## src/rtl/keypad_entry.sv

```systemverilog
// Keypad scanner with press/release debounce and a 4-digit decimal entry
// accumulator. Columns are driven one-cold; rows are read back through a
// 2-flop synchronizer. Accepted keys feed a small entry editor
// (digits, clear, backspace, enter).
module keypad_entry #(
    parameter int unsigned DEBOUNCE_CNT = 200,
    parameter int unsigned DWELL        = 4
) (
    input  logic        scan_clk,
    input  logic        reset,
    input  logic [3:0]  row_in,
    output logic [3:0]  col_out,
    output logic        key_valid,
    output logic [3:0]  key_code,
    output logic [12:0] entry_bin,
    output logic [2:0]  digit_cnt,
    output logic [12:0] num_bin,
    output logic        num_valid,
    output logic        err
);

    localparam int unsigned DEB_W     = $clog2(DEBOUNCE_CNT + 1);
    localparam int unsigned DWL_W     = $clog2(DWELL);
    localparam int unsigned ENTRY_MAX = 8191;

    localparam logic [1:0] SCAN      = 2'd0;
    localparam logic [1:0] DEB_PRESS = 2'd1;
    localparam logic [1:0] HELD      = 2'd2;
    localparam logic [1:0] DEB_REL   = 2'd3;

    logic [3:0]       sync_q, rows_s;
    logic [1:0]       state, state_d;
    logic [1:0]       col_idx, col_idx_d;
    logic [DWL_W-1:0] dwell_cnt, dwell_d;
    logic [DEB_W-1:0] deb_cnt, deb_d, deb_inc;
    logic             deb_done;
    logic [1:0]       cap_row, cap_row_d;
    logic [3:0]       cap_pat, cap_pat_d;
    logic             hit;
    logic [1:0]       hit_row;
    logic [3:0]       col_out_d;
    logic             key_valid_d;
    logic [3:0]       key_code_d;
    logic [12:0]      entry_d, num_d;
    logic [2:0]       cnt_d;
    logic             num_valid_d, err_d;
    logic [16:0]      prod;

    // Key legend lookup by (row, column).
    function automatic logic [3:0] code_lut(input logic [1:0] r, input logic [1:0] c);
        logic [3:0] code;
        case ({r, c})
            4'h0: code = 4'd1;   4'h1: code = 4'd2;   4'h2: code = 4'd3;   4'h3: code = 4'd10;
            4'h4: code = 4'd4;   4'h5: code = 4'd5;   4'h6: code = 4'd6;   4'h7: code = 4'd11;
            4'h8: code = 4'd7;   4'h9: code = 4'd8;   4'hA: code = 4'd9;   4'hB: code = 4'd12;
            4'hC: code = 4'd14;  4'hD: code = 4'd0;   4'hE: code = 4'd15;  default: code = 4'd13;
        endcase
        return code;
    endfunction

    // Two-flop synchronizer for the asynchronous row lines.
    always_ff @(posedge scan_clk) begin
        if (reset) begin
            sync_q <= 4'hF;
            rows_s <= 4'hF;
        end else begin
            sync_q <= row_in;
            rows_s <= sync_q;
        end
    end

    // Single-row detection: exactly one row pulled low.
    always_comb begin
        hit     = 1'b1;
        hit_row = 2'd0;
        case (rows_s)
            4'b1110: hit_row = 2'd0;
            4'b1101: hit_row = 2'd1;
            4'b1011: hit_row = 2'd2;
            4'b0111: hit_row = 2'd3;
            default: hit = 1'b0;
        endcase
    end

    assign deb_inc  = deb_cnt + DEB_W'(1);
    assign deb_done = (deb_inc == DEB_W'(DEBOUNCE_CNT));

    // Scan / debounce next-state and key acceptance.
    always_comb begin
        state_d     = state;
        col_idx_d   = col_idx;
        dwell_d     = dwell_cnt;
        deb_d       = deb_cnt;
        cap_row_d   = cap_row;
        cap_pat_d   = cap_pat;
        key_valid_d = 1'b0;
        key_code_d  = key_code;
        case (state)
            SCAN: begin
                if (dwell_cnt == DWL_W'(DWELL - 1)) begin
                    dwell_d = '0;
                    if (hit) begin
                        state_d   = DEB_PRESS;
                        cap_row_d = hit_row;
                        cap_pat_d = rows_s;
                        deb_d     = '0;
                    end else begin
                        col_idx_d = col_idx + 2'd1;
                    end
                end else begin
                    dwell_d = dwell_cnt + DWL_W'(1);
                end
            end
            DEB_PRESS: begin
                if (rows_s == cap_pat) begin
                    deb_d = deb_inc;
                    if (deb_done) begin
                        state_d     = HELD;
                        deb_d       = '0;
                        key_valid_d = 1'b1;
                        key_code_d  = code_lut(cap_row, col_idx);
                    end
                end else begin
                    state_d   = SCAN;
                    col_idx_d = col_idx + 2'd1;
                    dwell_d   = '0;
                    deb_d     = '0;
                end
            end
            HELD: begin
                if (rows_s == 4'hF) begin
                    state_d = DEB_REL;
                    deb_d   = '0;
                end
            end
            default: begin
                if (rows_s != 4'hF) begin
                    state_d = HELD;
                    deb_d   = '0;
                end else begin
                    deb_d = deb_inc;
                    if (deb_done) begin
                        state_d   = SCAN;
                        col_idx_d = col_idx + 2'd1;
                        dwell_d   = '0;
                        deb_d     = '0;
                    end
                end
            end
        endcase
        col_out_d = ~(4'b0001 << col_idx_d);
    end

    // Entry editor, acting on the cycle after key_valid.
    always_comb begin
        entry_d     = entry_bin;
        cnt_d       = digit_cnt;
        num_d       = num_bin;
        num_valid_d = 1'b0;
        err_d       = 1'b0;
        prod        = 17'(entry_bin) * 17'd10 + 17'(key_code);
        if (key_valid) begin
            case (key_code)
                4'd10: begin
                    entry_d = '0;
                    cnt_d   = '0;
                end
                4'd11: begin
                    if (digit_cnt != 3'd0) begin
                        entry_d = entry_bin / 13'd10;
                        cnt_d   = digit_cnt - 3'd1;
                    end
                end
                4'd15: begin
                    if (digit_cnt != 3'd0) begin
                        num_d       = entry_bin;
                        num_valid_d = 1'b1;
                        entry_d     = '0;
                        cnt_d       = '0;
                    end
                end
                default: begin
                    if (key_code <= 4'd9) begin
                        if (digit_cnt < 3'd4 && prod <= 17'(ENTRY_MAX)) begin
                            entry_d = prod[12:0];
                            cnt_d   = digit_cnt + 3'd1;
                        end else begin
                            err_d = 1'b1;
                        end
                    end
                end
            endcase
        end
    end

    // State and output registers.
    always_ff @(posedge scan_clk) begin
        if (reset) begin
            state     <= SCAN;
            col_idx   <= 2'd0;
            col_out   <= 4'b1110;
            dwell_cnt <= '0;
            deb_cnt   <= '0;
            cap_row   <= 2'd0;
            cap_pat   <= 4'hF;
            key_valid <= 1'b0;
            key_code  <= 4'd0;
            entry_bin <= '0;
            digit_cnt <= '0;
            num_bin   <= '0;
            num_valid <= 1'b0;
            err       <= 1'b0;
        end else begin
            state     <= state_d;
            col_idx   <= col_idx_d;
            col_out   <= col_out_d;
            dwell_cnt <= dwell_d;
            deb_cnt   <= deb_d;
            cap_row   <= cap_row_d;
            cap_pat   <= cap_pat_d;
            key_valid <= key_valid_d;
            key_code  <= key_code_d;
            entry_bin <= entry_d;
            digit_cnt <= cnt_d;
            num_bin   <= num_d;
            num_valid <= num_valid_d;
            err       <= err_d;
        end
    end

endmodule
```

## config.mk

```make
export PLATFORM = sky130hd
export DESIGN_NAME = keypad_entry
export DESIGN_NICKNAME = d
export VERILOG_FILES = /design/src/rtl/keypad_entry.sv
export SDC_FILE = /design/constraint.sdc
export NUM_CORES = 1
export LEC_CHECK = 0
export CAP_MARGIN = 30
export CORE_MARGIN = 1.5
export CORE_UTILIZATION = 45
export DETAILED_ROUTE_END_ITERATION = 16
export HOLD_SLACK_MARGIN = 0.12
export MAX_ROUTING_LAYER = met4
export PLACE_DENSITY = 0.63
export SKIP_LAST_GASP = 1
export SYNTH_ARGS = -nofsm -noshare
export SYNTH_HDL_FRONTEND = slang
export SYNTH_SLANG_ARGS = --single-unit
```

## constraint.sdc

```tcl
create_clock -name scan_clk -period 4.75 [get_ports scan_clk]
set_clock_uncertainty 0.05 [all_clocks]
set_input_delay 0.95 -clock scan_clk [delete_from_list [all_inputs] [get_ports scan_clk]]
set_output_delay 0.95 -clock scan_clk [all_outputs]
set_load 0.01 [all_outputs]
```

==> metrics.yaml <==
worstSkewPairLatency_ns: 0.34
crit_arrival_ns: 4.46
syn2layout_area_growth_pct: 15.0
wl_um: 13200
drc_errors: 0
drv_slew: 0
cts_setup_buffers: 0
grt.total_usage_pct: 22.7
synth-edff-count: 0
finalCriticalPeriod_ns: 4.26
ir_drop_uv: 198
ys_async_sr_fraction_pct: 0
rsz0062_at_grt: "false"
hold_class: "reg -> reg"
switching_share_pct: 27.9
die_h_um: 111
leakage_nw: 2.26
coreArea_sq_um: 11400
grt_pass1_vias: 4627
cts_buffers: 9
power_frac_clock_pct: 42.1
seq_area_sq_um: 1360
total_power_mw: 1.47
max_slew_margin_pct: 56.4
port_buffers: 45
die_area_sq_um: 12200
cts.sinks: 68
dp_hpwl_um: 9620
hold_buffers: 0
h-tree-depth: 3
start_kind: "flip-flop"
combPwrFrac_pct: 15.9
pwr-share-seq_pct: 42.0
critPathRequiredTime_ns: 4.95
wl_per_cell_um: 16.1
n_antenna_cell: 0
vias: 4872
yosysUniqueCellTypes: 80
finalSetupViolCount: 0
ios: 46
intPower_mw: 1.06
cts_root_buffer: "clkbuf_16"
synth_top_area_share_pct: 26.2
gr-total-overflow: 0
cap_violations: 0
synth_area_per_cell_sq_um: 8.04
grt_first_pass_wirelength_um: 22200
end_kind: "flip-flop"
grt_max_degree: 39
yosysSeqAreaShare_pct: 26.2
yosys_warnings: 0
finalHoldViolCount: 0
drtIter0Drc: 323
cts_tree: "done"
cts_resized: 0
ant_nets: 0
synth_nets: 691
drt-pass1-iter-count: 5
drt-vias-per-instance: 5.94
synthCells: 647
setup-tns-final_ns: 0
multi_input_area_sq_um: 3560
post-route-period-util_pct: 89.7
synth_ff_type: "dfxtp_1"
synth_top_area_cell: "dfxtp_1"
power_switching_uw: 410
clock.fmax_ghz: 0.235
ys_seq_elements: 68
start_util_pct: 45.8
num_rows: 39
netlist_top_cells_area: "dfxtp_1, ha_1, mux2i_1"
path_class: "reg -> reg"
clockBufferDepth: 2
syn_area_sq_um: 5200
p_per_area_nw_per_um2: 246
crit_fanout: 13
fill_cells: 1076
drive_gt1_share_pct: 8.27
clk_pin_slew_worst_paths_ns: 0.06
grt_antenna_before_repair: 0
place_congestion: 0.904
run_status: "completed"
final_nets: 717
die_x_um: 111
worst_slew_pin_slew_ns: 0.653
-- layer usage --
layer | routed length [um] | vias up | GRT usage [%]
met4 | 382 | 0 | 10.3
met2 | 6490 | 107 | 37.7
met1 | 5870 | 2316 | 26.8
met5 | 0 | - | -
met3 | 418 | 28 | 4.23
li1 | - | 2421 | -
-- area by class of cell --
class / instances / area share, %
repair buffers: 56 / 8.83
clock buffers: 11 / 4.06
well taps: 143 / 2.99
multi-input cells: 515 / 59.5
clock inverters: 4 / 0.439
flip-flops and latches: 68 / 22.8
inverters: 23 / 1.44
-- worst max-delay path, stage by stage, from the launching register on --
cell and delay, ns:
dfxtp_1 0.58, ha_1 0.25, ha_1 0.18, inv_1 0.06, fa_1 0.39, nand2b_1 0.21, a2111o_1 0.37, o211ai_1 0.16
nand2_1 0.18, or4_1 0.54, o211ai_1 0.39, a21o_1 0.28, buf_4 0.23, nor2_1 0.07, a211oi_1 0.22
-- power by group through the flow --
stage          Sequential [mW]  Combinational [mW]  Clock [mW]
5_1_grt                  0.622               0.261       0.660
3_5_place_dp             0.629               0.232           0
3_3_place_gp             0.628               0.219           0
2_1_floorplan            0.625               0.177           0
4_1_cts                  0.618               0.234       0.633
6_report                 0.619               0.234       0.619
-- logic make-up after synthesis --
group                    after synthesis  share of synthesized area, %
AO/OA/AOI/OAI                        168                          22.7
XOR/XNOR                              28                          4.71
multiplexers                          31                          6.25
buffers and inverters                 64                          5.53
adder cells (fa/ha/maj)               40                          9.96
flip-flops                            68                          26.2
AND/OR/NAND/NOR                      248                          24.7
-- cell usage after synthesis (3+ instances only) --
master and count:
or3b_2 4, nor2b_1 13, xor2_1 15, o2bb2ai_1 3, or3_1 9, a311o_1 4
nand2_1 49, nand4_1 4, buf_6 4, nor3_1 14, a21o_1 7, o22ai_1 8
nand3b_1 7, a2bb2oi_1 3, o32ai_1 3, o211ai_1 3, nor3b_1 5, o21ai_0 35
a211oi_1 11, buf_2 8, o31a_1 3, nand2b_1 17, mux2i_1 28, dfxtp_1 68
nor2_1 63, nor4_1 9, a32oi_1 3, a31oi_1 4, o21a_1 3, and2_1 4
a21oi_1 36, fa_1 3, and3_1 3, a211o_1 5, ha_1 35, clkbuf_1 27
xnor2_1 13, or2_2 14, nand3_1 20, a2111o_1 3, inv_1 22
-- cell usage in the layout (no fill, tap or decap), types with 13 or more instances in the layout --
| cell type | Yosys | routed |
|---|---|---|
| inv_1 | 22 | 22 |
| nor3_1 | 14 | 13 |
| o21ai_0 | 35 | 35 |
| dfxtp_1 | 68 | 68 |
| nor2b_1 | 13 | 13 |
| nand3_1 | 20 | 20 |
| nand2b_1 | 17 | 17 |
| nand2_1 | 49 | 49 |
| or2_2 | 14 | 14 |
| a21oi_1 | 36 | 36 |
| xnor2_1 | 13 | 13 |
| mux2i_1 | 28 | 28 |
| ha_1 | 35 | 35 |
| xor2_1 | 15 | 15 |
| nor2_1 | 63 | 63 |
| clkdlybuf4s50_1 | 0 | 44 |
-- per-stage QoR --
step           hold slack [ns]  cells  utilization, %  cell area [sq um]  worst slack (ns)
2_1_floorplan            0.339    647               -               5200              1.05
3_3_place_gp             0.343    805            50.2               5710             0.679
3_5_place_dp             0.344    805            50.2               5710             0.526
4_1_cts                  0.357    820            52.6               5980             0.503
5_1_grt                  0.375    820            52.6               5980             0.165
6_report                 0.355    820            52.6               5980             0.492
-- worst paths after layout --
| kind | start | to | slack, ns | cells past startpoint |
|---|---|---|---|---|
| min | sync_q[1]$_SDFF_PP1_ | rows_s[1]$_SDFF_PP1_ | 0.35 | 1 |
| max reg2reg | entry_bin[2]$_SDFFE_PP0P_ | entry_bin[8]$_SDFFE_PP0P_ | 0.49 | 14 |
| max | entry_bin[2]$_SDFFE_PP0P_ | entry_bin[8]$_SDFFE_PP0P_ | 0.49 | 14 |
| min reg2reg | sync_q[1]$_SDFF_PP1_ | rows_s[1]$_SDFF_PP1_ | 0.35 | 1 |
-- flip-flops by register name, indices dropped and copies added, names as in the netlist, 4 cells and up --
signal     flops
num_bin       13
entry_bin     13
rows_s         4
col_out        4
sync_q         4
cap_pat        4
key_code       4
deb_cnt        8
Note: power is estimated with default switching activity, not from simulation.
